--- src/rtl/scan_readback_ctrl_if.sv ---
// Scan readback bus: start/config inputs, scan-chain pins and the SRAM write port.
// Modport slave is the controller side; master is the host/environment side.
interface scan_readback_ctrl_if #(
  parameter int MEMORY_ADDR_WIDTH = 9,
  parameter int MEMORY_DATA_WIDTH = 8
);
  logic                         BGN;
  logic [7:0]                   CHAIN_LEN;
  logic [7:0]                   FREQ_DIV;
  logic [MEMORY_ADDR_WIDTH-1:0] ADDR_BGN;
  logic                         SO_IN;
  logic                         SEL;
  logic                         SCLK1;
  logic                         SCLK2;
  logic                         SIN_OUT;
  logic                         CEN;
  logic                         WEN;
  logic [MEMORY_ADDR_WIDTH-1:0] A;
  logic [MEMORY_DATA_WIDTH-1:0] D;
  logic                         BUSY;
  logic                         DONE;

  modport master (
    output BGN, CHAIN_LEN, FREQ_DIV, ADDR_BGN, SO_IN,
    input  SEL, SCLK1, SCLK2, SIN_OUT, CEN, WEN, A, D, BUSY, DONE
  );

  modport slave (
    input  BGN, CHAIN_LEN, FREQ_DIV, ADDR_BGN, SO_IN,
    output SEL, SCLK1, SCLK2, SIN_OUT, CEN, WEN, A, D, BUSY, DONE
  );
endinterface

--- src/rtl/scan_readback_ctrl.sv ---
// Scan-chain readback: capture, shift out CHAIN_LEN bits, pack LSB-first into SRAM words; registered outputs, DONE 2 cycles after a CHAIN_LEN=0 start.
// No backpressure (single-cycle SRAM strobe, BGN ignored while busy); define SCAN_RECIRC_EN to recirculate the chain back to its snapshot.
module scan_readback_ctrl #(
  parameter int MEMORY_ADDR_WIDTH = 9,
  parameter int MEMORY_DATA_WIDTH = 8
) (
  input  logic                CLK,
  input  logic                RST,
  scan_readback_ctrl_if.slave bus
);
  localparam int AW  = MEMORY_ADDR_WIDTH;
  localparam int DW  = MEMORY_DATA_WIDTH;
  localparam int WBW = (DW > 1) ? $clog2(DW) : 1;
  localparam logic [WBW-1:0] WB_LAST = WBW'(DW - 1);

  typedef enum logic [2:0] {IDLE, CAPT, SHIFT, WRITE, FIN} state_t;

  state_t         state, state_nxt;
  logic [1:0]     phase, phase_nxt;
  logic [7:0]     cnt, cnt_nxt;
  logic           extra, extra_nxt;
  logic           sample, start;
  logic [7:0]     len_q, div_q, bit_cnt;
  logic [WBW-1:0] wbit;
  logic [DW-1:0]  pack, pack_smp;
  logic [AW-1:0]  wr_addr, a_r;
  logic [DW-1:0]  d_r;
  logic           sel_r, sclk1_r, sclk2_r, cen_r, wen_r, busy_r, done_r;
  logic           pair_end, last_bit, word_full, clocking_nxt;

  assign pair_end     = (phase == 2'd3);
  assign last_bit     = ((bit_cnt + 8'd1) == len_q);
  assign word_full    = (wbit == WB_LAST);
  assign clocking_nxt = (state_nxt == CAPT) || (state_nxt == SHIFT);

  always_comb begin
    pack_smp       = pack;
    pack_smp[wbit] = bus.SO_IN;
  end

  always_comb begin
    state_nxt = state;
    phase_nxt = phase;
    cnt_nxt   = cnt;
    extra_nxt = extra;
    sample    = 1'b0;
    start     = 1'b0;
    // pair sequencer: ph0 SCLK1 high, ph1 gap, ph2 SCLK2 high, ph3 gap (sample point)
    if (state == CAPT || state == SHIFT) begin
      case (phase)
        2'd0, 2'd2: begin
          if (cnt == div_q) begin
            phase_nxt = phase + 2'd1;
            cnt_nxt   = 8'd0;
          end else begin
            cnt_nxt = cnt + 8'd1;
          end
        end
        default: phase_nxt = phase + 2'd1;
      endcase
    end
    case (state)
      IDLE: begin
        if (bus.BGN) begin
          start     = 1'b1;
          phase_nxt = 2'd0;
          cnt_nxt   = 8'd0;
          extra_nxt = 1'b0;
          state_nxt = (bus.CHAIN_LEN == 8'd0) ? FIN : CAPT;
        end
      end
      CAPT, SHIFT: begin
        if (pair_end) begin
          if (extra) begin
            state_nxt = FIN;
          end else begin
            sample    = 1'b1;
            state_nxt = (word_full || last_bit) ? WRITE : SHIFT;
          end
        end
      end
      WRITE: begin
        if (bit_cnt == len_q) begin
`ifdef SCAN_RECIRC_EN
          extra_nxt = 1'b1;
          state_nxt = SHIFT;
`else
          state_nxt = FIN;
`endif
        end else begin
          state_nxt = SHIFT;
        end
      end
      FIN:     state_nxt = IDLE;
      default: state_nxt = IDLE;
    endcase
  end

  always_ff @(posedge CLK) begin
    if (RST) begin
      state <= IDLE;
      phase <= 2'd0;
      cnt   <= 8'd0;
      extra <= 1'b0;
    end else begin
      state <= state_nxt;
      phase <= phase_nxt;
      cnt   <= cnt_nxt;
      extra <= extra_nxt;
    end
  end

  always_ff @(posedge CLK) begin
    if (RST) begin
      len_q   <= 8'd0;
      div_q   <= 8'd0;
      bit_cnt <= 8'd0;
      wbit    <= '0;
      pack    <= '0;
      wr_addr <= '0;
      a_r     <= '0;
      d_r     <= '0;
      sel_r   <= 1'b0;
      sclk1_r <= 1'b0;
      sclk2_r <= 1'b0;
      cen_r   <= 1'b1;
      wen_r   <= 1'b1;
      busy_r  <= 1'b0;
      done_r  <= 1'b0;
    end else begin
      if (start) begin
        len_q   <= bus.CHAIN_LEN;
        div_q   <= bus.FREQ_DIV;
        wr_addr <= bus.ADDR_BGN;
        bit_cnt <= 8'd0;
        wbit    <= '0;
        pack    <= '0;
      end
      if (sample) begin
        bit_cnt <= bit_cnt + 8'd1;
        if (word_full || last_bit) begin
          // clearing pack here is what zero-pads a trailing partial word
          a_r     <= wr_addr;
          d_r     <= pack_smp;
          wr_addr <= wr_addr + AW'(1);
          pack    <= '0;
          wbit    <= '0;
        end else begin
          pack <= pack_smp;
          wbit <= wbit + WBW'(1);
        end
      end
      sel_r   <= (state_nxt == CAPT);
      sclk1_r <= clocking_nxt && (phase_nxt == 2'd0);
      sclk2_r <= clocking_nxt && (phase_nxt == 2'd2);
      cen_r   <= (state_nxt != WRITE);
      wen_r   <= (state_nxt != WRITE);
      busy_r  <= (state_nxt != IDLE);
      done_r  <= (state == FIN);
    end
  end

`ifdef SCAN_RECIRC_EN
  assign bus.SIN_OUT = (state == SHIFT) && bus.SO_IN;
`else
  assign bus.SIN_OUT = 1'b0;
`endif
  assign bus.SEL   = sel_r;
  assign bus.SCLK1 = sclk1_r;
  assign bus.SCLK2 = sclk2_r;
  assign bus.CEN   = cen_r;
  assign bus.WEN   = wen_r;
  assign bus.A     = a_r;
  assign bus.D     = d_r;
  assign bus.BUSY  = busy_r;
  assign bus.DONE  = done_r;
endmodule

--- src/flat_wrapper.sv ---
// flat-port wrapper written by rule: the top's interface ports become plain ports
module scan_readback_ctrl_flat 
#(
  parameter int MEMORY_ADDR_WIDTH = 9,
  parameter int MEMORY_DATA_WIDTH = 8
)
  (CLK, RST, bus_BGN, bus_CHAIN_LEN, bus_FREQ_DIV, bus_ADDR_BGN, bus_SO_IN, bus_SEL, bus_SCLK1, bus_SCLK2, bus_SIN_OUT, bus_CEN, bus_WEN, bus_A, bus_D, bus_BUSY, bus_DONE);
  scan_readback_ctrl_if #(.MEMORY_ADDR_WIDTH(MEMORY_ADDR_WIDTH), .MEMORY_DATA_WIDTH(MEMORY_DATA_WIDTH)) bus_i ();
  input  logic CLK;
  input  logic RST;
  input wire logic [$bits(bus_i.BGN)-1:0] bus_BGN;
  input wire logic [$bits(bus_i.CHAIN_LEN)-1:0] bus_CHAIN_LEN;
  input wire logic [$bits(bus_i.FREQ_DIV)-1:0] bus_FREQ_DIV;
  input wire logic [$bits(bus_i.ADDR_BGN)-1:0] bus_ADDR_BGN;
  input wire logic [$bits(bus_i.SO_IN)-1:0] bus_SO_IN;
  output wire logic [$bits(bus_i.SEL)-1:0] bus_SEL;
  output wire logic [$bits(bus_i.SCLK1)-1:0] bus_SCLK1;
  output wire logic [$bits(bus_i.SCLK2)-1:0] bus_SCLK2;
  output wire logic [$bits(bus_i.SIN_OUT)-1:0] bus_SIN_OUT;
  output wire logic [$bits(bus_i.CEN)-1:0] bus_CEN;
  output wire logic [$bits(bus_i.WEN)-1:0] bus_WEN;
  output wire logic [$bits(bus_i.A)-1:0] bus_A;
  output wire logic [$bits(bus_i.D)-1:0] bus_D;
  output wire logic [$bits(bus_i.BUSY)-1:0] bus_BUSY;
  output wire logic [$bits(bus_i.DONE)-1:0] bus_DONE;
  assign bus_i.BGN = bus_BGN;
  assign bus_i.CHAIN_LEN = bus_CHAIN_LEN;
  assign bus_i.FREQ_DIV = bus_FREQ_DIV;
  assign bus_i.ADDR_BGN = bus_ADDR_BGN;
  assign bus_i.SO_IN = bus_SO_IN;
  assign bus_SEL = bus_i.SEL;
  assign bus_SCLK1 = bus_i.SCLK1;
  assign bus_SCLK2 = bus_i.SCLK2;
  assign bus_SIN_OUT = bus_i.SIN_OUT;
  assign bus_CEN = bus_i.CEN;
  assign bus_WEN = bus_i.WEN;
  assign bus_A = bus_i.A;
  assign bus_D = bus_i.D;
  assign bus_BUSY = bus_i.BUSY;
  assign bus_DONE = bus_i.DONE;
  scan_readback_ctrl #(.MEMORY_ADDR_WIDTH(MEMORY_ADDR_WIDTH), .MEMORY_DATA_WIDTH(MEMORY_DATA_WIDTH)) u_core (.CLK(CLK), .RST(RST), .bus(bus_i));
endmodule
--- config.mk ---
export PLATFORM = sky130hd
export DESIGN_NAME = scan_readback_ctrl_flat
export DESIGN_NICKNAME = d
export VERILOG_FILES = /design/src/rtl/scan_readback_ctrl_if.sv /design/src/rtl/scan_readback_ctrl.sv /design/src/flat_wrapper.sv
export SDC_FILE = /design/constraint.sdc
export NUM_CORES = 1
export LEC_CHECK = 0
export CAP_MARGIN = 40
export CORE_UTILIZATION = 50
export CTS_CLUSTER_SIZE = 40
export DETAILED_ROUTE_END_ITERATION = 16
export PLACE_DENSITY = 0.74
export REMOVE_ABC_BUFFERS = 1
export SETUP_SLACK_MARGIN = 0.1
export SLEW_MARGIN = 20
export SYNTH_ARGS = -nofsm -noshare
export SYNTH_HDL_FRONTEND = slang
export SYNTH_SLANG_ARGS = --single-unit
--- constraint.sdc ---
create_clock -name CLK -period 2.9 [get_ports CLK]
set_input_delay 0.58 -clock CLK [delete_from_list [all_inputs] [get_ports CLK]]
set_output_delay 0.58 -clock CLK [all_outputs]
set_load 0.01 [all_outputs]
Word level (Yosys, flattened, before mapping)

Cells that the tools add are included.

Register bits: 80
Output and inout port bits: 25
Word-level logic and storage cells: 86

$add $sub $neg: 5
Multiplexer cells: 33
Reductions and logical operators: 15
$lt $le $gt $ge: 2
Equality and inequality tests: 14

Operators with widths:

| cell                                                                         | number |
|---|---|
| 8-bit 2-to-1 mux                                                             | 9 |
| 9-bit 2-to-1 mux                                                             | 3 |
| 8-bit equality test                                                          | 3 |
| 3-bit 2-to-1 mux                                                             | 7 |
| 8-bit by 1-bit adder with 8-bit output, second input constant                | 2 |
| 2-bit 2-to-1 mux                                                             | 5 |
| 9-bit by 1-bit adder with 9-bit output, second input constant                | 1 |
| 3-bit by 2-bit equality test with 1-bit output, second input constant        | 3 |
| 3-bit case mux with 3 select lines                                           | 1 |
| 8-bit bitwise mux                                                            | 1 |
| 8-bit logical NOT                                                            | 1 |
| 2-bit equality test, second input constant                                   | 3 |
| 3-bit by 1-bit equality test with 1-bit output, second input constant        | 2 |
| 3-bit equality test, second input constant                                   | 2 |
| 1-bit 2-to-1 mux                                                             | 6 |
| 2-bit logical NOT                                                            | 2 |
| 3-bit by 4-bit less-than comparator with 1-bit output, second input constant | 1 |
| 2-bit OR reduction                                                           | 2 |
| 3-bit by 1-bit adder with 3-bit output, second input constant                | 1 |
| 1-bit demux with 3-bit select                                                | 1 |
| 3-bit by 1-bit >= comparator with 1-bit output, second input constant        | 1 |
| 1-bit logical AND                                                            | 3 |
| 3-bit logical NOT                                                            | 1 |
| 1-bit logical OR                                                             | 3 |
| other kinds (5)                                                              | 5 |

Longest topological paths before layout

Gate-level depths: netlist (run 1).

Depth in word-level cells: 9
Gate-level depth with buffers: 9
Depth with buffers taken out: 8

Worst setup path after synthesis (run 1)

OpenSTA, ideal clock, no wires.

Path kind: reg2reg
Start point: register u_core.bit_cnt[0]
End point: register u_core.wr_addr[2]
Buffers on the path: 1
Stages on the path, launching flop included: 10
Period minus slack after synthesis: 2.216 ns
Setup slack: 0.684 ns
Data required time: 2.755 ns
Arrival: 2.071 ns
Library setup time: 0.145 ns
Path through: dfxtp_1 > ha_1 > and2_1 > o21a_1 > nor4b_1 > o2111ai_2 > a21o_1 > buf_6 > nand4_1 > o311ai_0

Longest elaborated chain between the ends: 5

Ends and longest elaborated chain:

| element                                | line                      | text |
|---|---|---|
| start, declared                        | scan_readback_ctrl.sv:23  | `logic [7:0] len_q, div_q, bit_cnt;` |
| start signal, assigned                 | scan_readback_ctrl.sv:140 | `bit_cnt <= bit_cnt + 8'd1;` |
| 8-bit by 1-bit adder with 8-bit output | scan_readback_ctrl.sv:32  | `assign last_bit = ((bit_cnt + 8'd1) == len_q);` |
| 8-bit equality test                    | scan_readback_ctrl.sv:32  |  |
| 1-bit logical OR                       | scan_readback_ctrl.sv:141 | `if (word_full \|\| last_bit) begin` |
| 9-bit 2-to-1 mux                       | scan_readback_ctrl.sv:141 |  |
| 9-bit 2-to-1 mux                       | scan_readback_ctrl.sv:139 | `if (sample) begin` |
| end signal, assigned                   | scan_readback_ctrl.sv:134 | `wr_addr <= bus.ADDR_BGN;` |
| end signal, assigned                   | scan_readback_ctrl.sv:145 | `wr_addr <= wr_addr + AW'(1);` |
| end, declared                          | scan_readback_ctrl.sv:26  | `logic [AW-1:0] wr_addr, a_r;` |

Every way passes these cells.
A chain may end at the register's enable or synchronous reset.

Worst setup path in the final report (run 1)

Same ends and word-level chain as after synthesis.

==> qor.yml, run 1 <==
top_usage_layer: "met2"
core_area_sq_mm: 0.00737
ios: 54
endpoint_kind: "flip-flop"
finClkSkew_ps: 8.66
whs_ps: 457
setup_viol: 0
ir_drop_mv: 0.260
use_met1_pct: 25.9
yosysWarningCount: 0
vias: 3376
p_leak_nw: 1.69
synthCells: 467
register_area_sq_mm: 0.00160
synth.most_common_cell: "nand2_1"
power.total_mw: 2.29
nets: 548
use_met2_pct: 37.1
slowest_stage: "a21o_2"
worst_pin_slew_ps: 682
post_cts_buffers: 0
antenna_cells: 0
max_slew_margin_pct: 54.5
required_ps: 3140
path_class: "flip-flop to flip-flop"
multi_input_area_sq_mm: 0.00211
n_fill_cell: 673
drc: 0
outcome: "finished clean"
initial_utilization_pct: 52.4
critical-path-top-delay-family: "compound AO/OA/AOI/OAI gates"
clkTransAtPathRegs_ps: 80
cts.sinks: 80
ant_nets: 0
grt_pass1_wl_mm: 14.1
path_buf_inv: 0
cts_tree: "built"
antenna_found_initial: 0
grt_use_met3_pct: 2.79
cp-start-kind: "flip-flop"
period_needed_ps: 2540
cts_root_buf: "clkbuf_8"
insertion_delay_ps: 350
totalWireLength_mm: 8.20
first_iter_violations: 172
rsz0062_at_grt: "false"
postSynth.asyncResetShare_pct: 0
hold_path_class: "flip-flop to flip-flop"
hold_viol: 0
dr.pass1.iters: 5
synth_edf_count: 0
post-dp-hpwl_mm: 5.46
grt_usage_pct: 21.1
drive_gt1_share_pct: 7.17
critPathArrivalTime_ps: 2780
die_y_microns: 89.9
ys_top_cells_by_count: "81 x nand2_1, 80 x dfxtp_1, 52 x nor2_1, 39 x a21oi_1, 19 x o21ai_0"
post_drt_wl_per_cell_microns: 13.3
fmax_mhz: 394
num_rows: 31
cts_buffers: 9
final_util_pct: 63.2
place_congestion: 0.864
powerDensity_mw_per_mm2: 493
via_per_inst: 5.49
portBuffers: 52
ys_types: 51
grt_pass1_vias: 3201
area_delta_synth_final_pct: 20.5
post-route-period-util_pct: 87.5
crit_fanout: 23
cpPeakStageDelay_ps: 430
grt_max_degree: 65
htree_levels: 3
ys_seq_elements: 80
path_cells: "ha_1 -> and2_1 -> o21a_1 -> nor4b_1 -> o2111ai_2 -> a21o_2 -> o311ai_0"
dieArea_sq_mm: 0.00809
synthTopCellsByArea: "dfxtp_1 41%, nand2_1 7.9%, a21oi_1 5.1%"
ys_seq_area_share_pct: 41.4
cts.path.max_buffers: 2
yosysTopAreaCellShare_pct: 41.4
syn-cell-area_sq_mm: 0.00386
die_w_microns: 89.9
avgSynthCellArea_sq_um: 8.28
final_max_slew_viol_count: 0
max_cap_violations: 0
grt_remaining_overflow: 0
synth_top_area_cell: "dfxtp_1"
ys.flop_type: "dfxtp_1"
==> cell type report <==
cell class / count / area share, %
clock inverters: 4 / 1.64
inverters: 6 / 0.484
flip-flops and latches: 80 / 34.4
multi-input cells: 355 / 45.2
clock buffers: 12 / 3.12
repair buffers: 59 / 12.5
well taps: 99 / 2.66
==> worst min-delay path: stages (launching register included) <==
cell	delay (ps)
dfxtp_1	310
nand2_1	50
a21oi_1	50
==> where the power goes <==
part | internal (mW) | switching [mW] | total (mW)
combinational | 0.102 | 0.122 | 0.224
sequential | 1.13 | 0.0283 | 1.16
clock | 0.513 | 0.402 | 0.914
total | 1.74 | 0.552 | 2.29
==> cell usage in the layout (no fill, tap or decap), types with 12 or more instances in the layout <==
cell,Yosys,final
nand2_1,81,81
dfxtp_1,80,80
nor2_1,52,52
clkdlybuf4s50_1,0,51
a21oi_1,39,39
o21ai_0,19,19
xnor2_1,17,17
and3_1,13,13
nor3b_1,13,13
nand3_1,12,12
==> routing by layer <==
metal  part of all wire (%)  vias to the layer above
met5                      0                        -
met4                    1.5                        0
met3                    4.3                       10
met2                     47                       94
met1                     47                     1551
li1                       -                     1721
==> timing repair <==
| item | CTS | global route |
|---|---|---|
| gates resized for setup | 0 | 1 |
| hold buffers | 0 | 0 |
| setup endpoints to repair | 0 | 3 |
==> cells by family (layout without fill, tap and decap cells) <==
kind of cell	count (synthesis)	after routing	share of synthesized area (%)
AO/OA/AOI/OAI	98	98	16.8
XOR/XNOR	28	28	6.54
adder cells (fa/ha/maj)	8	8	2.59
buffers and inverters	32	81	4.27
flip-flops	80	80	41.4
multiplexers	9	9	2.40
other	1	1	0.0970
AND/OR/NAND/NOR	211	211	25.8
==> through the flow <==
stage / instance area (sq um) / setup TNS (ps) / worst slack [ps] / std cells
after floorplan: 3720 / -30240 / -1230 / 441
after global placement: 4430 / 0 / 375 / 599
after detailed placement: 4430 / 0 / 217 / 599
after CTS: 4650 / 0 / 245 / 615
after global routing: 4660 / 0 / 193 / 615
final: 4660 / 0 / 363 / 615
==> worst paths after layout <==
| kind | slack (ps) | depth (start not counted) | startpoint | to |
|---|---|---|---|---|
| max | 360 | 7 | u_core.bit_cnt[0] | u_core.wr_addr[2] |
| min | 460 | 2 | u_core.bus.A[5] | u_core.bus.A[5] |
| max reg2reg | 360 | 7 | u_core.bit_cnt[0] | u_core.wr_addr[2] |
| min reg2reg | 460 | 2 | u_core.bus.A[5] | u_core.bus.A[5] |
==> flip-flops by register name (all words and copies together), names as in the netlist, 2 cells and up <==
| name | cells |
|---|---|
| u_core.cnt | 8 |
| u_core.div_q | 8 |
| u_core.len_q | 8 |
| u_core.bit_cnt | 8 |
| u_core.wbit | 3 |
| u_core.wr_addr | 9 |
| u_core.pack | 8 |
| u_core.phase | 2 |
| u_core.bus.A | 9 |
| u_core.state | 3 |
| u_core.bus.D | 8 |
Power figures use the tool's default switching activity.
==> run 2, diff against run 1 <==
- TNS_END_PERCENT: not set -> 5
==> results of run 2 <==
Same layout as run 1: the final DEF is identical, and so are final timing and power.
==> run 3, diff against run 2 <==
- CORE_UTILIZATION: 50 -> 35
- PLACE_DENSITY: 0.74 -> not set
- SETUP_SLACK_MARGIN: 0.1 -> 0.3
==> run 3 against run 2 <==
Effect of this change: global-route usage fell by 4.9 points; core utilization fell by 20 points; die area up 42%; non-clock buffer count up 1; combinational power rose by 3%; clock skew up 2.2 ps; design area increased by 1.0%; register-to-register slack improved by 160 ps; worst setup slack improved by 160 ps; routed wire length up 6.7%; sequential power about the same.
==> qor.yml, run 3 (synthesis results as in run 1) <==
critPathArrivalTime_ps: 2630
grt_usage_pct: 16.2
ir_drop_mv: 0.290
cp-start-kind: "flip-flop"
power.switching_mw: 0.547
dr.pass1.iters: 6
portBuffers: 52
max_cap_violations: 0
grt_remaining_overflow: 0
path_class: "flip-flop to flip-flop"
internal_power_mw: 1.67
drc: 0
clkTransAtPathRegs_ps: 80
fin_tns_setup_ps: 0
antenna_found_initial: 0
post-dp-hpwl_mm: 5.83
post_cts_buffers: 0
drive_gt1_share_pct: 7.36
place_congestion: 0.867
finClkSkew_ps: 10.9
cts.path.max_buffers: 2
final_common_cell: "nand2_1"
seqPwrFrac_pct: 52.0
hold_path_class: "flip-flop to flip-flop"
final_util_pct: 43.6
via_per_inst: 5.12
totalWireLength_mm: 8.74
htree_levels: 3
insertion_delay_ps: 360
ios: 54
holdBufCountCts: 0
ant_nets: 0
core_area_sq_mm: 0.0108
grt_pass1_wl_mm: 14.7
num_rows: 38
nets: 549
dieArea_sq_mm: 0.0115
p_leak_nw: 1.69
die_y_microns: 107
cts_root_buf: "clkbuf_8"
outcome: "finished clean"
period_needed_ps: 2380
powerDensity_mw_per_mm2: 472
cts_buffers: 9
max_slew_margin_pct: 53.0
hold_viol: 0
antenna_cells: 0
first_iter_violations: 201
fmax_mhz: 421
setup_viol: 0
rsz0062_at_grt: "false"
initial_utilization_pct: 35.8
power_frac_comb_pct: 10.3
cts_tree: "built"
swShare_pct: 24.6
vias: 3358
endpoint_kind: "flip-flop"
area_delta_synth_final_pct: 21.7
crit_fanout: 23
post_drt_wl_per_cell_microns: 13.3
grt_max_degree: 65
final_max_slew_viol_count: 0
worst_pin_slew_ps: 705
final_cell_mix: "81 x nand2_1, 80 x dfxtp_1, 52 x nor2_1"
grt_pass1_vias: 3126
post-route-period-util_pct: 82.0
required_ps: 3150
cts.sinks: 80
die_w_microns: 107
clkPwrFrac_pct: 37.6
==> run 3: repair_timing <==
action                                  in CTS  in global routing
pin swaps                                    0                  1
hold endpoints to repair                     0                  0
endpoints found under the setup margin      12                  3
gates resized for setup                      2                  1
==> run 3: power groups by stage <==
stage / Sequential, mW / Clock (mW) / Combinational (mW)
2_1_floorplan: 1.18 / 0 / 0.119
3_3_place_gp: 1.18 / 0 / 0.227
3_5_place_dp: 1.18 / 0 / 0.230
4_1_cts: 1.16 / 0.864 / 0.231
5_1_grt: 1.16 / 0.916 / 0.255
6_report: 1.16 / 0.836 / 0.230
==> run 3: per-stage QoR <==
stage / cell area [sq um] / worst slack [ps] / hold WS [ps] / instances / power (mW)
floorplan: 3720 / -1230 / 440 / 441 / 1.30
global placement: 4490 / 357 / 448 / 641 / 1.41
detailed placement: 4490 / 129 / 450 / 641 / 1.41
CTS: 4700 / 368 / 465 / 656 / 2.25
global route: 4700 / 345 / 483 / 656 / 2.33
finish: 4700 / 523 / 462 / 656 / 2.22
==> run 3: final timing paths <==
check / startpoint / end / slack, ps / depth (start not counted)
setup / recovery: u_core.bit_cnt[0] / u_core.wr_addr[2] / 520 / 7
hold / removal: u_core.bus.A[2] / u_core.bus.A[2] / 460 / 2
setup reg to reg: u_core.bit_cnt[0] / u_core.wr_addr[2] / 520 / 7
hold reg to reg: u_core.bus.A[2] / u_core.bus.A[2] / 460 / 2
==> run 3: area by class of cell <==
type / instances / area [sq um]
Fill cell: 1079 / 6090
Multi-Input combinational cell: 355 / 2120
Sequential cell: 80 / 1600
Timing Repair Buffer: 60 / 588
Tap cell: 140 / 175
Clock buffer: 13 / 159
Clock inverter: 2 / 38.8
Inverter: 6 / 22.5
==> run 3: worst max-delay path: stages (launching register included) <==
cell and delay [ps]:
dfxtp_1 360, ha_1 270, and2_1 190, o21a_1 190, nor4b_2 310, o2111ai_2 240
a21o_4 370, o311ai_0 330
==> run 3: metal layers <==
metal	global-route usage, %	share of wire [%]	vias to the layer above
met4	7.83	2.2	0
li1	-	-	1713
met3	3.95	4.1	18
met1	20.0	47	1546
met5	0	0	-
met2	26.3	47	81
